--- src/rtl/uart_rx_word_packer_if.sv ---
// Byte-in / word-out handshake shared by UART_RX, the word packer and the Crypter.
interface uart_rx_word_packer_if #(
  parameter int WORD_BYTES = 4
);
  logic                    rx_done_tick;
  logic [7:0]              rx_data;
  logic                    clear_flag;
  logic                    flag;
  logic [8*WORD_BYTES-1:0] data_out;
  logic                    eot;
  logic                    overrun;

  modport master (
    output rx_done_tick, rx_data, clear_flag,
    input  flag, data_out, eot, overrun
  );

  modport slave (
    input  rx_done_tick, rx_data, clear_flag,
    output flag, data_out, eot, overrun
  );
endinterface

--- src/rtl/uart_rx_word_packer.sv ---
// Packs received UART bytes big-endian into words for the Crypter, with one
// word of pending storage, word-boundary EOT detection and sticky overrun.
//
// state    | meaning
// ST_EMPTY | no unconsumed word on data_out
// ST_READY | data_out holds an unconsumed word, assembly register free
// ST_FULL  | data_out unconsumed and a complete word waits in the assembly register
module uart_rx_word_packer #(
  parameter int         WORD_BYTES = 4,
  parameter logic [7:0] EOT_BYTE   = 8'h04
) (
  input logic                  clk,
  input logic                  rst,
  uart_rx_word_packer_if.slave bus
);

  localparam int            W        = 8*WORD_BYTES;
  localparam int            CW       = $clog2(WORD_BYTES);
  localparam logic [CW-1:0] CNT_LAST = CW'(WORD_BYTES-1);

  // encoding is {pend, flag}
  typedef enum logic [1:0] {
    ST_EMPTY = 2'b00,
    ST_READY = 2'b01,
    ST_FULL  = 2'b11
  } state_t;

  state_t        r_state;
  state_t        w_state_nxt;
  logic [W-1:0]  r_asm;
  logic [W-1:0]  r_data_out;
  logic [CW-1:0] r_cnt;
  logic          r_eot;
  logic          r_overrun;

  logic          w_pend;
  logic          w_flag;
  logic          w_clr_full;
  logic          w_pend_eff;
  logic          w_take;
  logic          w_is_eot;
  logic          w_store;
  logic          w_complete;
  logic          w_load_new;
  logic          w_drop;
  logic [W-1:0]  w_word;

  // A clear that frees the pending word is applied before the byte of the same cycle.
  assign w_clr_full = bus.clear_flag && w_pend;
  assign w_pend_eff = w_pend && !bus.clear_flag;
  assign w_take     = bus.rx_done_tick && !w_pend_eff;
  assign w_is_eot   = w_take && (r_cnt == '0) && (bus.rx_data == EOT_BYTE);
  assign w_store    = w_take && !w_is_eot;
  assign w_complete = w_store && (r_cnt == CNT_LAST);
  assign w_load_new = w_complete && (!w_flag || bus.clear_flag);
  assign w_drop     = bus.rx_done_tick && w_pend_eff;
  assign w_word     = {r_asm[W-9:0], bus.rx_data};

  always_ff @(posedge clk) begin
    if (!rst) begin
      r_state <= ST_EMPTY;
    end else begin
      r_state <= w_state_nxt;
    end
  end

  always_comb begin
    w_state_nxt = r_state;
    case (r_state)
      ST_EMPTY: if (w_complete) w_state_nxt = ST_READY;
      ST_READY: begin
        if (w_complete)          w_state_nxt = bus.clear_flag ? ST_READY : ST_FULL;
        else if (bus.clear_flag) w_state_nxt = ST_EMPTY;
      end
      ST_FULL:  if (bus.clear_flag) w_state_nxt = ST_READY;
      default:  w_state_nxt = ST_EMPTY;
    endcase
  end

  always_comb begin
    w_pend       = r_state[1];
    w_flag       = r_state[0];
    bus.flag     = r_state[0];
    bus.data_out = r_data_out;
    bus.eot      = r_eot;
    bus.overrun  = r_overrun;
  end

  always_ff @(posedge clk) begin
    if (!rst) begin
      r_asm      <= '0;
      r_cnt      <= '0;
      r_data_out <= '0;
      r_eot      <= 1'b0;
      r_overrun  <= 1'b0;
    end else begin
      if (w_store) begin
        r_asm <= w_word;
        r_cnt <= w_complete ? '0 : r_cnt + 1'b1;
      end
      if (w_load_new) begin
        r_data_out <= w_word;
      end else if (w_clr_full) begin
        r_data_out <= r_asm;
      end
      if (w_is_eot) begin
        r_eot <= 1'b1;
      end else if (w_store && (r_cnt == '0)) begin
        r_eot <= 1'b0;
      end
      if (w_drop) begin
        r_overrun <= 1'b1;
      end
    end
  end

  a_no_pend_without_flag : assert property (@(posedge clk) disable iff (!rst) !(w_pend && !w_flag));

endmodule

--- src/flat_wrapper.sv ---
// flat-port wrapper written by rule: the top's interface ports become plain ports
module uart_rx_word_packer_flat 
#(
  parameter int         WORD_BYTES = 4,
  parameter logic [7:0] EOT_BYTE   = 8'h04
)
  (clk, rst, bus_rx_done_tick, bus_rx_data, bus_clear_flag, bus_flag, bus_data_out, bus_eot, bus_overrun);
  uart_rx_word_packer_if #(.WORD_BYTES(WORD_BYTES)) bus_i ();
  input logic clk;
  input logic rst;
  input wire logic [$bits(bus_i.rx_done_tick)-1:0] bus_rx_done_tick;
  input wire logic [$bits(bus_i.rx_data)-1:0] bus_rx_data;
  input wire logic [$bits(bus_i.clear_flag)-1:0] bus_clear_flag;
  output wire logic [$bits(bus_i.flag)-1:0] bus_flag;
  output wire logic [$bits(bus_i.data_out)-1:0] bus_data_out;
  output wire logic [$bits(bus_i.eot)-1:0] bus_eot;
  output wire logic [$bits(bus_i.overrun)-1:0] bus_overrun;
  assign bus_i.rx_done_tick = bus_rx_done_tick;
  assign bus_i.rx_data = bus_rx_data;
  assign bus_i.clear_flag = bus_clear_flag;
  assign bus_flag = bus_i.flag;
  assign bus_data_out = bus_i.data_out;
  assign bus_eot = bus_i.eot;
  assign bus_overrun = bus_i.overrun;
  uart_rx_word_packer #(.WORD_BYTES(WORD_BYTES), .EOT_BYTE(EOT_BYTE)) u_core (.clk(clk), .rst(rst), .bus(bus_i));
endmodule
--- config.mk ---
export PLATFORM = sky130hd
export DESIGN_NAME = uart_rx_word_packer_flat
export DESIGN_NICKNAME = d
export VERILOG_FILES = /design/src/rtl/uart_rx_word_packer_if.sv /design/src/rtl/uart_rx_word_packer.sv /design/src/flat_wrapper.sv
export SDC_FILE = /design/constraint.sdc
export NUM_CORES = 1
export LEC_CHECK = 0
export ABC_CLOCK_PERIOD_IN_PS = 2500
export BUFFER_PORTS_ARGS = -buffer_cell sky130_fd_sc_hd__buf_4
export CAP_MARGIN = 20
export CORE_UTILIZATION = 45
export CTS_CLUSTER_DIAMETER = 150
export CTS_CLUSTER_SIZE = 30
export DETAILED_ROUTE_END_ITERATION = 8
export HOLD_SLACK_MARGIN = 0.1
export PLACE_DENSITY = 0.75
export RECOVER_POWER = 50
export SYNTH_ARGS = -nofsm -noshare
export SYNTH_HDL_FRONTEND = slang
export SYNTH_SLANG_ARGS = --single-unit
--- constraint.sdc ---
create_clock -name clk -period 2.5 [get_ports clk]
set_clock_uncertainty 0.15 [all_clocks]
set_input_delay 0.125 -clock clk [delete_from_list [all_inputs] [get_ports clk]]
set_output_delay 0.125 -clock clk [all_outputs]
set_load 0.01 [all_outputs]
---- Word-level counts from Yosys, hierarchy flattened ----
Index checks and enable logic that the tools add are counted.
Widths: inputs -> output; s select.
word-level totals
  bits in latches ......................... 0
  bits in writable memories ............... 0
  memories ................................ 0
  input port bits ......................... 12
  bits in registers ....................... 70
  logic and storage cells ................. 45
  bits in read-only memories .............. 0
operators by class
  order comparisons ....................... 0
  equality and inequality tests ........... 7
  multiplexer cells ....................... 11
  bitwise operators ....................... 0
  reduce and logical (&&, ||, !) cells .... 20
  add/subtract/negate cells ............... 1
  $mul .................................... 0
  shifts and indexed selects .............. 0
  div/mod/pow operators ................... 0
operators with widths
  operator             count
  $mux 32              2
  $mux 2               6
  $logic_and 1x1->1    10
  $eq 8x3->1 const B   1
  $pmux 2 s3           1
  $eq 2x2->1 const B   2
  $logic_not 1->1      4
  $logic_not 2->1      2
  $reduce_bool 2->1    2
  $ne 3x2->1 const B   1
  $reduce_and 3->1     1
  $add 2x1->2 const B  1
  $eq 2x1->1 const B   1
  $mux 1               2
  $ne 2x1->1 const B   1
  $ne 2x2->1 const B   1
  $logic_or 1x1->1     1

---- Depth between registers and ports, before layout ----
  depth in word-level cells ............... 11
  gate-level depth with buffers ........... 7

---- Worst setup path after synthesis ----
No wires, ideal clock.
  path kind ............................... reg-to-reg
  start point ............................. register u_core.r_cnt[0]
  end point ............................... register u_core.r_data_out[10] (netlist: u_core.bus.data_out[10])
  setup slack ............................. 610 ps
  cell stages (with the launch flop) ...... 8
  setup time .............................. 116 ps
  buffers on the path ..................... 2
  arrival time ............................ 1623 ps
  required time ........................... 2234 ps
  path through ............................ dfxtp_1 -> inv_1 -> ha_1 -> a311o_1 -> or2_1 -> buf_2 -> buf_6 -> o211a_1
between the ends
  longest elaborated chain between the ends .. 8
  elaborated cells between the ends (all ways) .. 10
  those cells by class .................... eq/ne (1); mux (1); reduce/logical (8)
ends and longest elaborated chain
  item                                          line                        source
  start, declared                               uart_rx_word_packer.sv:32   logic [CW-1:0] r_cnt;
  start signal, assigned                        uart_rx_word_packer.sv:99   r_cnt <= w_complete ? '0 : r_cnt + 1'b1;
  $logic_not 2->1                               uart_rx_word_packer.sv:52   assign w_is_eot = w_take && (r_cnt == '0) && (bus.rx_data == EOT_BYTE);
  $logic_and 1x1->1 (2 in series)               uart_rx_word_packer.sv:52
  $logic_not 1->1                               uart_rx_word_packer.sv:53   assign w_store = w_take && !w_is_eot;
  $logic_and 1x1->1                             uart_rx_word_packer.sv:53
  $logic_and 1x1->1 *                           uart_rx_word_packer.sv:54   assign w_complete = w_store && (r_cnt == CNT_LAST);
  $logic_and 1x1->1 *                           uart_rx_word_packer.sv:55   assign w_load_new = w_complete && (!w_flag || bus.clear_flag);
  $mux 32 or $reduce_bool 2->1 (tied branches)  -
  end signal, assigned                          uart_rx_word_packer.sv:102  r_data_out <= w_word;
  end signal, assigned                          uart_rx_word_packer.sv:104  r_data_out <= r_asm;
  end, declared                                 uart_rx_word_packer.sv:31   logic [W-1:0] r_data_out;
Every way passes the cells marked *; elsewhere a longest branch is shown, timed or not.
A chain may end at the register's enable or synchronous reset.

---- Worst setup path after layout ----
  start point ............................. input port bus_rx_data[4]
  end point ............................... register u_core.r_data_out[9] (netlist: u_core.bus.data_out[9])
between the ends
  longest elaborated chain between the ends .. 7
  elaborated cells between the ends (all ways) .. 8
  those cells by class .................... eq/ne (1); mux (1); reduce/logical (6)
ends and longest elaborated chain
  item                                          line                       source
  start, declared                               flat_wrapper.sv:12         input wire logic [$bits(bus_i.rx_data)-1:0] bus_rx_data;
  $eq 8x3->1 *                                  uart_rx_word_packer.sv:52
  $logic_and 1x1->1 *                           uart_rx_word_packer.sv:52
  $logic_not 1->1 *                             uart_rx_word_packer.sv:53
  $logic_and 1x1->1 *                           uart_rx_word_packer.sv:53
  $logic_and 1x1->1 *                           uart_rx_word_packer.sv:54
  $logic_and 1x1->1 *                           uart_rx_word_packer.sv:55
  $mux 32 or $reduce_bool 2->1 (tied branches)  -
Marks and branches as above.

==> impl_metrics.ini <==
[run_status]
status = completed

[final_layout]
finish.cell_count_without_fillers = 484
diodes = 0
final_layout_size_suffix_gt1_frac = 0.0979
layout-area-overhead-vs-synth_pct = 19.6
layout.nets = 401

[synthesis]
yosys_register_bits = 70
synthesized_area_per_cell_um2 = 9.43
synthArstFlopShare = 0
postSynth.topFlopCell = dfxtp_1
synth_nets = 354
yosysSeqAreaShare = 0.442
netlist_instances = 336
post_synth_num_cell_types = 32
synth_edf_count = 0
synthDominantCellAreaShare = 0.442
syn-cell-area_um2 = 3170
yosysWarningCount = 0
synthDominantAreaCellType = dfxtp_1
ys_top_cells_by_area = dfxtp_1, mux2i_1, o211a_1

[routing]
pre_antenna_drt_iters = 4
finalWirelength_um = 7060
vias = 2553
drc = 0
ant_nets = 0
initialDrtViolationCount = 197
route.detailed.vias_per_inst = 5.27
route.detailed.wl_per_inst_um = 14.6

[worst_setup_path]
critical_path.max_fanout = 32
worst_setup_path_end_kind = flop
worstPathRequired_ps = 2560
cp_data_arrival_time_ps = 2430
critical_setup_path_kind = in2reg
worstRegToRegCells = 5
type_of_origin_of_the_critical_path = input port

[clock_tree]
numCtsBuffers = 9
post_cts_resize_count = 0
cts_htree_levels = 3
clock_sinks = 70
tritoncts_clock_tree = done
cts.path.max_buffers = 2
ctsRootBufferMaster = clkbuf_8
cts.reportedPaths.clkPinSlew_ps = 70
clock_insertion_delay_worst_skew_ps = 330

[sta]
finalSetupTns_ps = 0
slew_violations = 0
post-route-worst-setup-slack_ps = 132
final_period_minus_worst_setup_slack_ps = 2370
slew-limit-headroom = 0.517
finalSetupViolations = 0
slew_at_the_pin_closest_to_its_max_slew_limit_ps = 724
final.period_utilization = 0.947
timing_hold_violations_final = 0
maximum_achievable_frequency_mhz = 422
rsz0062_at_grt = false

[floorplanning]
start_util = 0.466
die_width_um = 85.9
design.die.area_um2 = 7380
core-area_um2 = 6790
num_rows = 30
ioPinCount = 47
die_h_um = 85.9

[global_routing]
track_usage = 0.202
grt_pass1_wl_um = 11900
number_of_global_route_vias_before_repair = 2435
grt_max_degree = 71
grt_antenna_before_repair = 0
grt_remaining_overflow = 0

[placement]
pre_cts_worst_setup_slack_ps = 365
place.port_buffers = 46
post-dp-hpwl_um = 4330
placed_cells = 458
globalplace.congestion = 0.715

[flow_run]
cap_viol_max_count = 0

[pwr]
cell_area_power_density_nw_per_um2 = 649
ir_worst_vdd_mv = 0.414
cellLeakagePower_nw = 1.82

[min_path]
hold_class = in2reg
hold-path-cell-count = 2
-- placed cells by master (no fill, tap or decap), types with 2 or more instances in the layout --
master,netlist,layout
a21boi_0,3,13
a21boi_1,31,21
buf_4,2,14
bufinv_16,0,3
clkbuf_1,16,40
clkbuf_8,0,11
dfxtp_1,70,70
dlygate4sd3_1,0,10
ha_1,6,6
inv_1,6,6
mux2i_1,32,32
nand2_1,71,70
nor2_1,3,3
nor2b_1,2,2
nor3_1,2,2
o211a_1,32,32
o21ai_0,33,32
o21ba_2,2,2
or3_1,2,2
-- final timing paths --
check / from / endpoint / slack (ps)
max: bus_rx_data[4] / u_core.bus.data_out[9] / 130
min: rst / u_core.bus.data_out[2] / 170
max reg2reg: u_core.r_state[1] / u_core.bus.data_out[9] / 310
min reg2reg: u_core.r_asm[28] / u_core.r_asm[28] / 310
-- what timing repair did --
item | CTS | global route
buffers inserted | 0 | 0
endpoints found under the hold margin | 19 | 0
hold buffers | 10 | 0
-- kinds of logic after synthesis --
| family | Yosys count | synth area share |
|---|---|---|
| multiplexers | 32 | 0.101 |
| AND/OR/NAND/NOR | 85 | 0.119 |
| AO/OA/AOI/OAI | 109 | 0.263 |
| buffers and inverters | 34 | 0.0513 |
| adder cells (fa/ha/maj) | 6 | 0.0237 |
| flip-flops | 70 | 0.442 |
-- cell usage after synthesis (all sizes together) (3+ instances only) --
cell type  count
inv            6
mux2i         32
nand2         71
dfxtp         70
o211a         32
a21boi        34
clkbuf        16
nor2           3
ha             6
buf           12
o21ai         33
-- routing by layer --
layer  part of all wire  track usage  up-vias
met5                  0            0        -
met4             0.0075       0.0591        0
met3              0.040       0.0346        5
met2               0.47        0.318       57
met1               0.48        0.284     1214
li1                   -            -     1277
-- report_power, final --
part           leakage, nW  internal, mW  switching, mW
registers            0.567          1.14         0.0259
logic                 1.13        0.0737          0.103
clock network        0.124         0.719          0.398
total                 1.82          1.93          0.527
-- flip-flops by register name, summed over array words and instances (netlist names) --
register	count
u_core.bus.data_out	32
u_core.r_asm	32
u_core.r_cnt	2
u_core.r_state	2
u_core.bus.eot	1
u_core.bus.overrun	1
-- metrics by stage --
stage                     total power, mW   util  hold slack, ps  instance area (µm²)
after global placement               1.36  0.528             242                 3590
after CTS                            2.49  0.579             183                 3940
after floorplan                      1.30      -             110                 3170
after detailed placement             1.37  0.528             249                 3590
final                                2.46  0.558             174                 3790
after global routing                 2.55  0.558             213                 3790
-- layout make-up --
cell class | instances | area [µm²]
sequential | 70 | 1400
fill | 639 | 3000
clock buffer | 13 | 159
tap | 96 | 120
timing repair buffer | 64 | 373
clock inverter | 3 | 90.1
multi-input combinational | 232 | 1620
inverter | 6 | 22.5
-- worst max-delay path: stages --
cell           delay [ps]
dlygate4sd3_1         530
clkbuf_1              150
nor4_4                490
a311o_2               470
buf_4                 370
o21ai_0               160
o211a_1               150
Power figures use the tool's default switching activity.
